File: src/rtl/dvp_tx_pkg.sv
// Shared types and constants for the DVP test-pattern transmitter:
// FSM state encoding, pattern select codes and the RGB565 colour-bar palette.
package dvp_tx_pkg;

    typedef enum logic [2:0] {
        ST_IDLE   = 3'd0,
        ST_VSYNC  = 3'd1,
        ST_VBACK  = 3'd2,
        ST_ACTIVE = 3'd3,
        ST_HBLANK = 3'd4,
        ST_VFRONT = 3'd5
    } dvp_state_t;

    localparam logic [1:0] PAT_BARS     = 2'd0;
    localparam logic [1:0] PAT_GRADIENT = 2'd1;
    localparam logic [1:0] PAT_SOLID    = 2'd2;
    localparam logic [1:0] PAT_CHECKER  = 2'd3;

    localparam logic [15:0] BAR_WHITE   = 16'hFFFF;
    localparam logic [15:0] BAR_YELLOW  = 16'hFFE0;
    localparam logic [15:0] BAR_CYAN    = 16'h07FF;
    localparam logic [15:0] BAR_GREEN   = 16'h07E0;
    localparam logic [15:0] BAR_MAGENTA = 16'hF81F;
    localparam logic [15:0] BAR_RED     = 16'hF800;
    localparam logic [15:0] BAR_BLUE    = 16'h001F;
    localparam logic [15:0] BAR_BLACK   = 16'h0000;

    function automatic logic [15:0] bar_colour(input logic [2:0] idx);
        logic [15:0] c;
        case (idx)
            3'd0:    c = BAR_WHITE;
            3'd1:    c = BAR_YELLOW;
            3'd2:    c = BAR_CYAN;
            3'd3:    c = BAR_GREEN;
            3'd4:    c = BAR_MAGENTA;
            3'd5:    c = BAR_RED;
            3'd6:    c = BAR_BLUE;
            default: c = BAR_BLACK;
        endcase
        return c;
    endfunction

endpackage

File: src/rtl/dvp_pattern_lut.sv
// Combinational RGB565 pattern generator: maps pixel (x, y), pattern select
// and the solid colour to one pixel value.
module dvp_pattern_lut
    import dvp_tx_pkg::*;
#(
    parameter int H_PIXEL = 640,
    parameter int XW      = 10,
    parameter int YW      = 9
) (
    input  logic [XW-1:0] x,
    input  logic [YW-1:0] y,
    input  logic [1:0]    sel,
    input  logic [15:0]   solid,
    output logic [15:0]   rgb
);

    // Narrow lines still get eight bars; the last bar takes the remainder.
    localparam int BAR_W = (H_PIXEL >= 8) ? H_PIXEL / 8 : 1;

    int unsigned bar;
    logic [2:0]  bar_idx;
    logic [4:0]  grad_x;
    logic [5:0]  grad_y;
    logic        chk_x;
    logic        chk_y;

    always_comb begin
        bar     = 32'(x) / 32'(BAR_W);
        bar_idx = (bar > 32'd7) ? 3'd7 : bar[2:0];
        grad_x  = 5'(32'(x) >> 3);
        grad_y  = 6'(32'(y) >> 2);
        chk_x   = 1'(32'(x) >> 4);
        chk_y   = 1'(32'(y) >> 4);

        rgb = 16'h0000;
        case (sel)
            PAT_BARS:     rgb = bar_colour(bar_idx);
            PAT_GRADIENT: rgb = {grad_x, grad_y, grad_x};
            PAT_SOLID:    rgb = solid;
            PAT_CHECKER:  rgb = (chk_x ^ chk_y) ? 16'hFFFF : 16'h0000;
            default:      rgb = 16'h0000;
        endcase
    end

endmodule

File: src/rtl/dvp_frame_tx.sv
// DVP frame transmitter: emits vsync / href / 8-bit data framing of a test
// pattern, two bytes per RGB565 pixel. Optional DVP_TX_SCROLL_EN scrolls x per frame.
module dvp_frame_tx
    import dvp_tx_pkg::*;
#(
    parameter int H_PIXEL      = 640,
    parameter int V_PIXEL      = 480,
    parameter int H_BLANK      = 288,
    parameter int VSYNC_LINES  = 4,
    parameter int VBACK_LINES  = 18,
    parameter int VFRONT_LINES = 8
) (
    input  logic        sys_clk,
    input  logic        sys_rst,
    input  logic        tx_en,
    input  logic [1:0]  pattern_sel,
    input  logic [15:0] solid_rgb,
    output logic        cam_vsync,
    output logic        cam_href,
    output logic [7:0]  cam_data,
    output logic        frame_done,
    output logic        busy,
    output logic [2:0]  dbg_state
);

    localparam int ACT_LEN  = 2 * H_PIXEL;
    localparam int LINE_LEN = 2 * H_PIXEL + H_BLANK;
    localparam int CW       = $clog2(LINE_LEN);
    localparam int XW       = (H_PIXEL > 1) ? $clog2(H_PIXEL) : 1;
    localparam int YW       = (V_PIXEL > 1) ? $clog2(V_PIXEL) : 1;
    localparam int MAXL_A   = (VSYNC_LINES > VBACK_LINES) ? VSYNC_LINES : VBACK_LINES;
    localparam int MAXL     = (MAXL_A > VFRONT_LINES) ? MAXL_A : VFRONT_LINES;
    localparam int LW       = (MAXL > 1) ? $clog2(MAXL) : 1;

    dvp_state_t  state, state_nx;
    logic [CW-1:0] cyc, cyc_nx;
    logic [LW-1:0] lines, lines_nx;
    logic [XW-1:0] x, x_nx, x_pix;
    logic [YW-1:0] y, y_nx;
    logic          byte_lo, byte_lo_nx;
    logic [1:0]    sel_q, sel_nx;
    logic [15:0]   solid_q, solid_nx;
    logic [15:0]   pix_rgb;
    logic          line_end;
    logic          frame_end;

    assign line_end  = (cyc == CW'(LINE_LEN - 1));
    assign dbg_state = state;

    always_comb begin
        state_nx   = state;
        cyc_nx     = cyc;
        lines_nx   = lines;
        x_nx       = x;
        y_nx       = y;
        byte_lo_nx = byte_lo;
        sel_nx     = sel_q;
        solid_nx   = solid_q;
        frame_end  = 1'b0;

        case (state)
            ST_IDLE: begin
                if (tx_en) begin
                    state_nx = ST_VSYNC;
                    cyc_nx   = '0;
                    lines_nx = '0;
                    sel_nx   = pattern_sel;
                    solid_nx = solid_rgb;
                end
            end
            ST_VSYNC: begin
                cyc_nx = line_end ? '0 : cyc + CW'(1);
                if (line_end) begin
                    if (lines == LW'(VSYNC_LINES - 1)) begin
                        state_nx = ST_VBACK;
                        lines_nx = '0;
                    end else begin
                        lines_nx = lines + LW'(1);
                    end
                end
            end
            ST_VBACK: begin
                cyc_nx = line_end ? '0 : cyc + CW'(1);
                if (line_end) begin
                    if (lines == LW'(VBACK_LINES - 1)) begin
                        state_nx   = ST_ACTIVE;
                        lines_nx   = '0;
                        x_nx       = '0;
                        y_nx       = '0;
                        byte_lo_nx = 1'b0;
                    end else begin
                        lines_nx = lines + LW'(1);
                    end
                end
            end
            ST_ACTIVE: begin
                // x advances after the low byte so each pixel spans two cycles.
                cyc_nx     = cyc + CW'(1);
                byte_lo_nx = ~byte_lo;
                if (byte_lo) begin
                    x_nx = (x == XW'(H_PIXEL - 1)) ? '0 : x + XW'(1);
                end
                if (cyc == CW'(ACT_LEN - 1)) begin
                    state_nx = ST_HBLANK;
                end
            end
            ST_HBLANK: begin
                cyc_nx = line_end ? '0 : cyc + CW'(1);
                if (line_end) begin
                    byte_lo_nx = 1'b0;
                    if (y == YW'(V_PIXEL - 1)) begin
                        state_nx = ST_VFRONT;
                        y_nx     = '0;
                        lines_nx = '0;
                    end else begin
                        state_nx = ST_ACTIVE;
                        y_nx     = y + YW'(1);
                    end
                end
            end
            ST_VFRONT: begin
                cyc_nx = line_end ? '0 : cyc + CW'(1);
                if (line_end) begin
                    if (lines == LW'(VFRONT_LINES - 1)) begin
                        frame_end = 1'b1;
                        lines_nx  = '0;
                        if (tx_en) begin
                            state_nx = ST_VSYNC;
                            sel_nx   = pattern_sel;
                            solid_nx = solid_rgb;
                        end else begin
                            state_nx = ST_IDLE;
                        end
                    end else begin
                        lines_nx = lines + LW'(1);
                    end
                end
            end
            default: state_nx = ST_IDLE;
        endcase
    end

`ifdef DVP_TX_SCROLL_EN
    logic [XW-1:0] scroll_off;
    logic [XW:0]   x_sum;

    always_comb begin
        x_sum = {1'b0, x_nx} + {1'b0, scroll_off};
        x_pix = (x_sum >= (XW+1)'(H_PIXEL)) ? XW'(x_sum - (XW+1)'(H_PIXEL)) : x_sum[XW-1:0];
    end

    always_ff @(posedge sys_clk) begin
        if (sys_rst) begin
            scroll_off <= '0;
        end else if (frame_end) begin
            scroll_off <= (scroll_off == XW'(H_PIXEL - 1)) ? '0 : scroll_off + XW'(1);
        end
    end
`else
    assign x_pix = x_nx;
`endif

    dvp_pattern_lut #(
        .H_PIXEL (H_PIXEL),
        .XW      (XW),
        .YW      (YW)
    ) u_pattern_lut (
        .x     (x_pix),
        .y     (y_nx),
        .sel   (sel_q),
        .solid (solid_q),
        .rgb   (pix_rgb)
    );

    // Outputs are registered from next-state values so they line up with the state register.
    always_ff @(posedge sys_clk) begin
        if (sys_rst) begin
            state      <= ST_IDLE;
            cyc        <= '0;
            lines      <= '0;
            x          <= '0;
            y          <= '0;
            byte_lo    <= 1'b0;
            sel_q      <= '0;
            solid_q    <= '0;
            cam_vsync  <= 1'b0;
            cam_href   <= 1'b0;
            cam_data   <= 8'h00;
            frame_done <= 1'b0;
            busy       <= 1'b0;
        end else begin
            state      <= state_nx;
            cyc        <= cyc_nx;
            lines      <= lines_nx;
            x          <= x_nx;
            y          <= y_nx;
            byte_lo    <= byte_lo_nx;
            sel_q      <= sel_nx;
            solid_q    <= solid_nx;
            cam_vsync  <= (state_nx == ST_VSYNC);
            cam_href   <= (state_nx == ST_ACTIVE);
            cam_data   <= (state_nx != ST_ACTIVE) ? 8'h00 :
                          (byte_lo_nx ? pix_rgb[7:0] : pix_rgb[15:8]);
            frame_done <= (state_nx == ST_VFRONT) && (cyc_nx == CW'(LINE_LEN - 1)) &&
                          (lines_nx == LW'(VFRONT_LINES - 1));
            busy       <= (state_nx != ST_IDLE);
        end
    end

endmodule

File: config.mk
export PLATFORM = sky130hd
export DESIGN_NAME = dvp_frame_tx
export DESIGN_NICKNAME = d
export VERILOG_FILES = /design/src/rtl/dvp_tx_pkg.sv /design/src/rtl/dvp_pattern_lut.sv /design/src/rtl/dvp_frame_tx.sv
export SDC_FILE = /design/constraint.sdc
export NUM_CORES = 1
export LEC_CHECK = 0
export BUFFER_PORTS_ARGS = -buffer_cell sky130_fd_sc_hd__buf_4
export CORE_MARGIN = 10
export CORE_UTILIZATION = 55
export CTS_CLUSTER_DIAMETER = 120
export DETAILED_ROUTE_END_ITERATION = 8
export PLACE_DENSITY = 0.77
export RECOVER_POWER = 25
export SYNTH_ARGS = -nofsm -noshare
export SYNTH_HDL_FRONTEND = slang
export SYNTH_SLANG_ARGS = --single-unit
File: constraint.sdc
create_clock -name sys_clk -period 3.55 [get_ports sys_clk]
set_input_delay 0.71 -clock sys_clk [delete_from_list [all_inputs] [get_ports sys_clk]]
set_output_delay 0.71 -clock sys_clk [all_outputs]
set_load 0.02 [all_outputs]
==> impl_metrics.xml <==
<?xml version="1.0" encoding="UTF-8"?>
<metrics>
  <group name="drt">
    <metric name="final_routed_wire_length_divided_by_cell_count" unit="microns">16.89</metric>
    <metric name="drc" unit="">0</metric>
    <metric name="final_antenna_net_count" unit="">0</metric>
    <metric name="wirelength" unit="mm">11.94</metric>
    <metric name="vias_per_cell" unit="">6.270</metric>
    <metric name="drt_iter0_drc" unit="">561</metric>
    <metric name="vias" unit="">4433</metric>
    <metric name="first_pass_iters" unit="">6</metric>
  </group>
  <group name="floorplanning">
    <metric name="area_of_the_die" unit="sq um">11820</metric>
    <metric name="chipHeight" unit="microns">108.7</metric>
    <metric name="placementRows" unit="">32</metric>
    <metric name="top_level_i_o_count" unit="">36</metric>
    <metric name="floorplan_core_area" unit="sq um">7687</metric>
    <metric name="dieWidth" unit="microns">108.7</metric>
    <metric name="initial_utilization" unit="%">56.33</metric>
  </group>
  <group name="finish">
    <metric name="layout-drive-gt1-share" unit="%">18.84</metric>
    <metric name="final_util" unit="%">65.07</metric>
    <metric name="fillCellCount" unit="">704</metric>
    <metric name="finalInstanceArea" unit="sq um">5002</metric>
    <metric name="nets" unit="">627</metric>
    <metric name="signed_area_change_from_the_synthesized_netlist_to_the_final_layout" unit="%">15.52</metric>
    <metric name="antenna_cells_inserted" unit="">0</metric>
  </group>
  <group name="timing">
    <metric name="slew-limit-headroom" unit="%">55.61</metric>
    <metric name="min_period" unit="ps">3510</metric>
    <metric name="max_clock_freq" unit="MHz">284.9</metric>
    <metric name="report.final.hold_viol_count" unit="">0</metric>
    <metric name="tightest_slew" unit="ps">660.0</metric>
    <metric name="fin_crit_sh" unit="%">98.88</metric>
    <metric name="aggregate_negative_setup_slack" unit="ps">0</metric>
    <metric name="fin_worst_skew" unit="ps">16.98</metric>
    <metric name="setup_viol" unit="">0</metric>
    <metric name="fin_worst_hold_slack" unit="ps">497.3</metric>
    <metric name="report.final.slew_viol_count" unit="">0</metric>
  </group>
  <group name="global_routing">
    <metric name="grt_antenna_before_repair" unit="">0</metric>
    <metric name="grt_max_degree" unit="">54</metric>
    <metric name="grt_pass1_vias" unit="">4132</metric>
    <metric name="grt.total_usage" unit="%">19.89</metric>
    <metric name="globalRouteOverflowTotal" unit="">0</metric>
    <metric name="grt_pass1_wl" unit="mm">19.62</metric>
  </group>
  <group name="synth">
    <metric name="synth_area" unit="sq um">4330</metric>
    <metric name="syn-mean-instance-area" unit="sq um">7.678</metric>
    <metric name="synth_async_sr_flop_share" unit="%">0</metric>
    <metric name="synth_enable_flop_cells" unit="">0</metric>
    <metric name="ys_dominant_reg_cell" unit="">sky130_fd_sc_hd__dfxtp_1</metric>
    <metric name="yosysSeqAreaShare" unit="%">31.90</metric>
    <metric name="synth_nets" unit="">591</metric>
    <metric name="yosysUniqueCellTypes" unit="">81</metric>
    <metric name="synth_warnings" unit="">0</metric>
    <metric name="syn_inst" unit="">564</metric>
    <metric name="synth-seq-cells" unit="">69</metric>
  </group>
  <group name="power_and_ir_drop">
    <metric name="vdd.ir_drop.worst" unit="V">0.0003002</metric>
    <metric name="static_leak" unit="nW">1.921</metric>
    <metric name="design_power_total" unit="W">0.001665</metric>
    <metric name="power-per-cell-area" unit="nW/um^2">332.9</metric>
  </group>
  <group name="cts">
    <metric name="tritoncts" unit="">built</metric>
    <metric name="htree_levels" unit="">3</metric>
    <metric name="clockBufferDepth" unit="">2</metric>
    <metric name="clk-insertion-delay-late" unit="ps">360</metric>
    <metric name="cts_made_buffers" unit="">9</metric>
    <metric name="clock-root-buffer" unit="">sky130_fd_sc_hd__clkbuf_8</metric>
    <metric name="clk_pin_slew_worst_paths" unit="ps">80</metric>
    <metric name="clock_sinks" unit="">69</metric>
  </group>
  <group name="setup_path">
    <metric name="crit_path_max_fanout" unit="">8</metric>
    <metric name="start_kind" unit="">flop</metric>
    <metric name="timing_worst_setup_path_type" unit="">flop to flop</metric>
    <metric name="critical_path_required" unit="ps">3790</metric>
    <metric name="timing.critical_path.from" unit="">x[4]$_SDFF_PP0_</metric>
    <metric name="crit-reg2reg-launch" unit="">x[4]$_SDFF_PP0_</metric>
    <metric name="end_kind" unit="">flop</metric>
    <metric name="cp.arrival" unit="ps">3750</metric>
  </group>
  <group name="place">
    <metric name="detailed_place_hpwl" unit="mm">8.340</metric>
    <metric name="place.gp.congestion" unit="">0.9663</metric>
    <metric name="buffer_ports.inserted" unit="">35</metric>
    <metric name="postPlaceCellArea" unit="sq um">4758</metric>
  </group>
  <group name="worst_hold_path">
    <metric name="worst_hold_startpoint" unit="">solid_q[13]$_SDFFE_PP0P_</metric>
    <metric name="worstHoldPathType" unit="">flop to flop</metric>
  </group>
  <group name="flow_run">
    <metric name="timing.max_cap.violations" unit="">0</metric>
  </group>
  <group name="outcome">
    <metric name="outcome" unit="">completed</metric>
  </group>
</metrics>
## worst paths after layout
path                                   end  slack (ps)  cells after the start
setup / recovery    cam_data[4]$_SDFF_PP0_          40                     16
hold / removal    solid_q[13]$_SDFFE_PP0P_         500                      2
setup reg to reg    cam_data[4]$_SDFF_PP0_          40                     16
hold reg to reg   solid_q[13]$_SDFFE_PP0P_         500                      2
## cell type report
cell class	instances	area, sq um	area share, %
multi-input cells	439	2800	55.98
well taps	102	127.6	2.551
inverters	20	77.57	1.551
repair buffers	61	401.6	8.029
clock buffers	11	141.4	2.826
flip-flops and latches	69	1394	27.86
clock inverters	5	60.06	1.201
## cells in the final DEF, fill, tap and decap left out, types with 16 or more instances in the layout
cell / Yosys / layout
sky130_fd_sc_hd__nand3_1: 27 / 27
sky130_fd_sc_hd__a21oi_1: 42 / 42
sky130_fd_sc_hd__mux2i_1: 20 / 20
sky130_fd_sc_hd__dfxtp_1: 69 / 59
sky130_fd_sc_hd__clkbuf_1: 20 / 16
sky130_fd_sc_hd__o21ai_0: 42 / 40
sky130_fd_sc_hd__buf_4: 0 / 46
sky130_fd_sc_hd__nand2_1: 48 / 46
sky130_fd_sc_hd__inv_1: 18 / 17
sky130_fd_sc_hd__nor2_1: 71 / 70
## critical path, stage by stage, from the launching register on
cell and delay, ps:
sky130_fd_sc_hd__dfxtp_1 440, sky130_fd_sc_hd__nand4_2 160, sky130_fd_sc_hd__buf_4 190, sky130_fd_sc_hd__nor3_1 240, sky130_fd_sc_hd__a41oi_2 180, sky130_fd_sc_hd__a31o_1 270, sky130_fd_sc_hd__inv_4 110, sky130_fd_sc_hd__ha_1 270
sky130_fd_sc_hd__inv_2 100, sky130_fd_sc_hd__nand2_2 110, sky130_fd_sc_hd__nor2_4 160, sky130_fd_sc_hd__a311oi_1 110, sky130_fd_sc_hd__a31oi_1 190, sky130_fd_sc_hd__o21ai_1 100, sky130_fd_sc_hd__and3_1 220, sky130_fd_sc_hd__o221a_4 310
sky130_fd_sc_hd__o31a_1 240
## Yosys cell counts, types with 5 or more instances
master	instances	area, sq um
sky130_fd_sc_hd__inv_1	18	67.56
sky130_fd_sc_hd__nand2_1	48	180.2
sky130_fd_sc_hd__mux2i_1	20	200.2
sky130_fd_sc_hd__nor2_1	71	266.5
sky130_fd_sc_hd__clkbuf_1	20	75.07
sky130_fd_sc_hd__and3_1	9	56.30
sky130_fd_sc_hd__nor3b_1	5	37.54
sky130_fd_sc_hd__nand4_1	11	68.82
sky130_fd_sc_hd__a211oi_1	6	45.04
sky130_fd_sc_hd__nor4_1	5	31.28
sky130_fd_sc_hd__nor3_1	16	80.08
sky130_fd_sc_hd__o21ai_0	42	210.2
sky130_fd_sc_hd__nor2b_1	14	87.58
sky130_fd_sc_hd__dfxtp_1	69	1381
sky130_fd_sc_hd__nand2b_1	7	43.79
sky130_fd_sc_hd__buf_2	11	55.05
sky130_fd_sc_hd__o31a_1	6	52.55
sky130_fd_sc_hd__a21oi_1	42	210.2
sky130_fd_sc_hd__a221oi_1	7	61.31
sky130_fd_sc_hd__and2_1	5	31.28
sky130_fd_sc_hd__ha_1	6	75.07
sky130_fd_sc_hd__nand3_1	27	135.1
sky130_fd_sc_hd__a31oi_1	7	43.79
## flip-flops by register name (all words and copies together), names as in the netlist, 2 cells and up
signal and flops:
cam_data 8, cyc 11, dbg_state 3, lines 5, sel_q 2, solid_q 16, x 10, y 9
## through the flow
| stage | worst slack [ps] | std cells |
|---|---|---|
| after floorplan | 30.78 | 564 |
| after global placement | 197.6 | 690 |
| after global routing | -81.31 | 707 |
| after CTS | 49.50 | 706 |
| final | 39.87 | 707 |
| after detailed placement | 109.3 | 690 |
## cell families (layout without fill, tap and decap cells)
kind of cell | Yosys count | after routing | share of synthesized area (%)
compound gates | 161 | 161 | 25.57
xor+xnor | 4 | 4 | 0.8092
fa+ha+maj | 6 | 6 | 1.734
buf+inv | 56 | 97 | 5.432
flops | 69 | 69 | 31.90
mux | 21 | 21 | 4.883
simple gates | 247 | 247 | 29.67
## timing repair
item                       CTS  global route
setup endpoints to repair    0             8
hold buffers                 0             0
gates resized for setup      0            27
setup buffers                0             1
## report_power, final
| part | internal, W | switching (W) | leakage, nW | total [W] |
|---|---|---|---|---|
| clock network | 0.000345 | 0.000315 | 0.0995 | 0.000660 |
| registers | 0.000791 | 0.0000204 | 0.565 | 0.000811 |
| logic | 0.0000807 | 0.000113 | 1.26 | 0.000194 |
| total | 0.00122 | 0.000449 | 1.92 | 0.00167 |
## metal layers
metal	track usage, %	share of wire (%)	vias up
met3	5.074	8.5	44
met5	0	0	-
li1	-	-	2129
met2	31.77	46	235
met4	7.627	2.7	0
met1	25.23	43	2025
Power figures use the tool's default switching activity.
